<file path="src/rtl/mem_arbiter.sv">
// mem_arbiter: arbitrates NUM_CH requesters onto one external memory bus, one
// transaction at a time, with fixed-priority or round-robin selection and a response timeout.
//   state | meaning
//   IDLE  | no transaction; arbitrate when any req_i is high
//   ISSUE | strobe driven, waiting for bus_busy_i low to hand it over
//   WAIT  | strobe accepted, waiting for bus_ack_i or the timeout
//   RESP  | one-cycle done/err pulse to the owner, then release the bus
module mem_arbiter #(
  parameter int NUM_CH  = 2,
  parameter int ADDR_W  = 32,
  parameter int DATA_W  = 32,
  parameter int RR_MODE = 1,
  parameter int TIMEOUT = 255
) (
  input  logic                     clk,
  input  logic                     rst,
  input  logic [NUM_CH-1:0]        req_i,
  input  logic [NUM_CH-1:0]        we_i,
  input  logic [NUM_CH*ADDR_W-1:0] addr_i,
  input  logic [NUM_CH*DATA_W-1:0] wdata_i,
  output logic [NUM_CH-1:0]        grant_o,
  output logic [NUM_CH-1:0]        done_o,
  output logic                     err_o,
  output logic [DATA_W-1:0]        rdata_o,
  output logic [ADDR_W-1:0]        bus_addr_o,
  output logic [DATA_W-1:0]        bus_wdata_o,
  output logic                     bus_read_o,
  output logic                     bus_write_o,
  input  logic                     bus_busy_i,
  input  logic                     bus_ack_i,
  input  logic [DATA_W-1:0]        bus_rdata_i
);

  localparam int CH_W  = (NUM_CH > 1) ? $clog2(NUM_CH) : 1;
  localparam int CNT_W = (TIMEOUT > 0) ? $clog2(TIMEOUT + 1) : 1;

  localparam logic [1:0] S_IDLE  = 2'd0;
  localparam logic [1:0] S_ISSUE = 2'd1;
  localparam logic [1:0] S_WAIT  = 2'd2;
  localparam logic [1:0] S_RESP  = 2'd3;

  logic [1:0]        state;
  logic [CH_W-1:0]   rr_ptr;
  logic [CH_W-1:0]   ch_q;
  logic [NUM_CH-1:0] grant_q;
  logic              we_q;
  logic              err_q;
  logic [ADDR_W-1:0] addr_q;
  logic [DATA_W-1:0] wdata_q;
  logic [DATA_W-1:0] rdata_q;
  logic [CNT_W-1:0]  cnt_q;

  logic [NUM_CH-1:0] lo_oh, hi_oh, win_oh;
  logic [CH_W-1:0]   lo_idx, hi_idx, win_idx;
  logic              hi_any;
  logic [ADDR_W-1:0] sel_addr;
  logic [DATA_W-1:0] sel_wdata;
  logic              sel_we;
  logic              timeout_hit;

  // Descending scan leaves the lowest requester overall (lo) and the lowest one above rr_ptr (hi).
  always_comb begin
    lo_oh   = '0;
    hi_oh   = '0;
    lo_idx  = '0;
    hi_idx  = '0;
    hi_any  = 1'b0;
    win_oh  = '0;
    win_idx = '0;
    for (int i = NUM_CH - 1; i >= 0; i--) begin
      if (req_i[i]) begin
        lo_oh    = '0;
        lo_oh[i] = 1'b1;
        lo_idx   = CH_W'(i);
      end
      if (req_i[i] && (i > int'(rr_ptr))) begin
        hi_any   = 1'b1;
        hi_oh    = '0;
        hi_oh[i] = 1'b1;
        hi_idx   = CH_W'(i);
      end
    end
    if ((RR_MODE != 0) && hi_any) begin
      win_oh  = hi_oh;
      win_idx = hi_idx;
    end else begin
      win_oh  = lo_oh;
      win_idx = lo_idx;
    end
  end

  always_comb begin
    sel_addr  = '0;
    sel_wdata = '0;
    sel_we    = 1'b0;
    for (int i = 0; i < NUM_CH; i++) begin
      if (win_idx == CH_W'(i)) begin
        sel_addr  = addr_i[i*ADDR_W +: ADDR_W];
        sel_wdata = wdata_i[i*DATA_W +: DATA_W];
        sel_we    = we_i[i];
      end
    end
  end

  // Down-counter loaded with TIMEOUT on WAIT entry; terminal count without ack is a timeout.
  assign timeout_hit = (TIMEOUT != 0) && (cnt_q == '0) && !bus_ack_i;

  always_ff @(posedge clk or posedge rst) begin
    if (rst) begin
      state   <= S_IDLE;
      rr_ptr  <= CH_W'(NUM_CH - 1);
      ch_q    <= '0;
      grant_q <= '0;
      we_q    <= 1'b0;
      err_q   <= 1'b0;
      addr_q  <= '0;
      wdata_q <= '0;
      rdata_q <= '0;
      cnt_q   <= '0;
    end else begin
      case (state)
        S_IDLE: begin
          if (|req_i) begin
            ch_q    <= win_idx;
            grant_q <= win_oh;
            addr_q  <= sel_addr;
            wdata_q <= sel_wdata;
            we_q    <= sel_we;
            err_q   <= 1'b0;
            state   <= S_ISSUE;
          end
        end
        S_ISSUE: begin
          if (!bus_busy_i) begin
            cnt_q <= CNT_W'(TIMEOUT);
            state <= S_WAIT;
          end
        end
        S_WAIT: begin
          if (bus_ack_i) begin
            rdata_q <= bus_rdata_i;
            state   <= S_RESP;
          end else if (timeout_hit) begin
            rdata_q <= '0;
            err_q   <= 1'b1;
            state   <= S_RESP;
          end else begin
            cnt_q <= cnt_q - 1'b1;
          end
        end
        S_RESP: begin
          rr_ptr  <= ch_q;
          grant_q <= '0;
          state   <= S_IDLE;
        end
        default: state <= S_IDLE;
      endcase
    end
  end

  // Strobes and done decode straight from state so an async reset drops them at once.
  assign grant_o     = grant_q;
  assign done_o      = (state == S_RESP) ? grant_q : '0;
  assign err_o       = (state == S_RESP) && err_q;
  assign rdata_o     = rdata_q;
  assign bus_addr_o  = addr_q;
  assign bus_wdata_o = wdata_q;
  assign bus_read_o  = (state == S_ISSUE) && !we_q;
  assign bus_write_o = (state == S_ISSUE) && we_q;

endmodule

</file>
<file path="config.mk">
export PLATFORM = sky130hd
export DESIGN_NAME = mem_arbiter
export DESIGN_NICKNAME = d
export VERILOG_FILES = /design/src/rtl/mem_arbiter.sv
export SDC_FILE = /design/constraint.sdc
export NUM_CORES = 1
export LEC_CHECK = 0
export CAP_MARGIN = 20
export CELL_PAD_IN_SITES_DETAIL_PLACEMENT = 1
export CELL_PAD_IN_SITES_GLOBAL_PLACEMENT = 1
export CORE_ASPECT_RATIO = 0.7
export CORE_UTILIZATION = 29
export DETAILED_ROUTE_END_ITERATION = 10
export GPL_TIMING_DRIVEN = 0
export PLACE_DENSITY_LB_ADDON = 0.1
export SLEW_MARGIN = 30
export SYNTH_ARGS = -nofsm -noshare
export SYNTH_HDL_FRONTEND = slang
export SYNTH_SLANG_ARGS = --single-unit
</file>
<file path="constraint.sdc">
create_clock -name clk -period 5.34 [get_ports clk]
set_input_delay 1.068 -clock clk [delete_from_list [all_inputs] [get_ports clk]]
set_output_delay 1.068 -clock clk [all_outputs]
set_load 0.03 [all_outputs]
</file>
==> results.md <==
- Min-Delay Path Class: flop to flop
- Mapped Nets: 620
- Post-cts resize count: 0
- Syn-to-layout area delta: 65.7%
- Post-Synth Simple-Gate Area: 9.73%
- Post-synthesis mux area share: 13.7%
- Die area: 18,000 um2
- Clock root buffer master: clkbuf_16
- Worst Path Buf+Inv: 1
- Post-Syn Area: 5060 um2
- Post-CTS Setup Inserts: 0
- Synth top area cells: dfrtp_1, mux2i_1, o21ai_1
- Final wirelength: 17.6 mm
- Final ANT Viol Nets: 0
- Clock buffer depth: 2
- HPWL after DPL: 13.8 mm
- Post-route cell area: 8390 um2
- DRC viols: 0
- Area leader, netlist: dfrtp_1
- Nets@finish: 902
- Req. time, crit path: approximately 4300 ps
- Row cnt: 40
- Status: complete, no violations
- Initial Util: just under 30%
- First-pass GRT wire length: 27.8 mm
- Design Power: around 4.8 mW
- Crit Path Class: flop to output port
- Clock-pin slew on the worst setup and hold paths: 70 ps
- DR pass1 iterations: 5
- Setup skew after layout: approximately 11 ps
- Pins over their slew limit: 0
- Max Fclk: between 300 and 400 MHz
- Vias per cell: between 4 and 5
- Sequential cell area fraction in the yosys report: between 50% and 60%
- DR iter-0 viols: ~150
- CP delay by family, top: buffers and inverters
- CP max stage delay: 660 ps
- Drt wl/cell: between 15 and 20 um
- Vias in the first global route: between 4,000 and 5,000
- Cts bufs inserted: 9
- Pwr dens: approximately 570 nW/um2
- Layout cells sized above 1: 6.55%
- Core Box Area: 17,100 um2
- Final design utilization: 49.0%
- Worst-case hold path end point: bus_addr_o[11]
- Largest net degree at the start of global routing: 65
- Grt ovf: 0
- Hold buffers post-CTS: 0
- CTS tree: done
- Tcrit/Tclk final: between 50 and 60%
- Worst IR Drop VDD: 0.235 mV
- Worst slew margin: approximately 54%
- R2R Setup Slk: 3050 ps
- Die height: 113 um
- Post-DP Area: 8090 um2
- Crit end category: output port
- XOR/XNOR Fraction of Synth Area: 0%
- Reg2reg path depth: 7
- Skew-Pair Late Insertion Delay: 360 ps
- CP Launch Type: flop
- Netlist cell types: 37
- I/O pin total: ~270
- Slowest CP cell: clkdlybuf4s50_1
- Hold Slack: approximately 490 ps
- Gr usage total: 20.1%
- Initial antenna violation count: 0
- Synth Instances: ~450
- Compound-Gate Fraction of Synth Area: 15.6%
- Worst Hold Launch: bus_addr_o[11]
- Synthesized flop and latch total: 112
- Adder-Cell Fraction of Synth Area: 1.48%
- Arrival time at the worst endpoint: between 1500 and 2000 ps
- Share of the synthesized area in the top cell type: between 50% and 60%
- Clk sink count: 112
- CP Cell Sequence: ha_1, and2_1, clkdlybuf4s50_1
- FF-to-FF End: bus_wdata_o[4]
- I/O Buffers: 270
- Fin. Hold Viols: 0
- LEAKAGE: 3.65 nW
- Syn_area_per_cell: 11.4 um2
- Chip Width: between 150 and 200 um
- Tmin final: 3000 ps
- Least-Margin Pin Slew: 684 ps
- RePlAce Congestion: 0.804
- RSZ-0062 raised after global routing: false
- Max FO, Critical Path: 7
- Hold path depth: 2
- Main combinational cell family by area after synthesis: compound AO/OA/AOI/OAI gates
- Vias: 4,557
- Synthesis Warnings: 0
- N_diodes: 0
- Final setup viols: 0
- R2r startpoint: state[0]
- Max Cap Viol: 0
- H-tree Lvls: 3
[flip-flops by register name, summed over array words and instances (netlist names)]
register and cells:
cnt_q 8, grant_o 2, bus_addr_o 32, state 2, ch_q 1, rdata_o 32, we_q 1, err_q 1
rr_ptr 1, bus_wdata_o 32
[layout by cell type (no fill, tap or decap), drive strengths merged]
cell type      synthesis  layout
nor2b                  1       1
a22o                  34      34
o21ai                 73      73
buf                   19      20
nand2b                 3       3
clkbuf                 9      19
nand2                 70      70
nor3                   6       6
ha                     6       6
dlymetal6s2s           2       2
nor2                   3       3
a31oi                  6       6
o31ai                  3       3
dfstp                  1       1
a21boi                 1       1
clkinv                 0       3
nor4                   1       1
nor3b                  2       2
dfrtp                111     111
inv                    5       7
clkinvlp               0       1
clkdlybuf4s50          0     270
and4                   2       2
o32a                   1       1
or3b                   2       2
a41oi                  3       3
a21oi                  2       2
mux2i                 67      67
or3                    1       1
mux2                   2       2
and2                   7       7
nand3                  3       3
[layer usage]
| layer | part of all wire [%] | global-route usage (%) |
|---|---|---|
| met5 | 0 | 0 |
| met4 | 1.1 | 4.89 |
| met3 | 6.3 | 5.80 |
| met2 | 48 | 33.2 |
| met1 | 45 | 26.0 |
[stage by stage]
stage          std cells  setup TNS, ps  setup slack (ps)
6_report             964              0              2340
5_1_grt              964              0              2200
4_1_cts              964              0              2300
3_5_place_dp         948              0              2020
3_3_place_gp         947         -54130              -493
2_1_floorplan        446              0              1310
[Yosys cell counts (all sizes together)]
library cell / number
nor3b: 2
o31ai: 3
a21boi: 1
dlymetal6s2s: 2
and4: 2
o32a: 1
dfrtp: 111
nand2: 70
nor2b: 1
a21oi: 2
mux2: 2
nand3: 3
and2: 7
mux2i: 67
buf: 19
nand2b: 3
dfstp: 1
a31oi: 6
o21ai: 73
nor3: 6
clkbuf: 9
nor2: 3
a41oi: 3
or3: 1
nor4: 1
ha: 6
or3b: 2
a22o: 34
inv: 5
[report_power, final]
part	internal (mW)	leakage [nW]	switching [mW]
clock	0.342	0.145	0.341
combinational	1.10	2.14	1.52
sequential	1.23	1.36	0.217
total	2.68	3.65	2.07
[cells by family (layout without fill, tap and decap cells)]
group	Yosys count	count (layout)
simple gates	101	101
fa+ha+maj	6	6
flops	112	112
mux	69	69
compound gates	123	123
buf+inv	35	322
[how the worst max path moves through the flow]
| stage | startpoint | endpoint | slack (ps) | cells past startpoint |
|---|---|---|---|---|
| 4_1_cts | state[0] | done_o[1] | 2300 | 3 |
| 3_3_place_gp | rst | bus_addr_o[5] | -490 | 2 |
| 2_1_floorplan | rst | bus_addr_o[0] | 1310 | 1 |
| 5_1_grt | state[0] | done_o[1] | 2200 | 3 |
| 6_report | state[0] | err_o | 2340 | 3 |
| 3_5_place_dp | req_i[0] | bus_wdata_o[6] | 2020 | 6 |
[layout make-up]
class,count,area (um2)
clock buffer,10,239
sequential,112,2800
buffer,30,189
clock inverter,6,63.8
fill,1893,8720
timing repair buffer,271,2730
multi-input combinational,299,2050
tap,231,289
inverter,5,26.3
[worst reg2reg max path, stage by stage, from the launching register on]
cell and delay (ps):
dfrtp_1 410, inv_1 90, ha_1 300, o21ai_1 410, buf_2 370, clkbuf_1 440, nand2_1 110, o21ai_1 90
(Power assumes the default switching activity.)
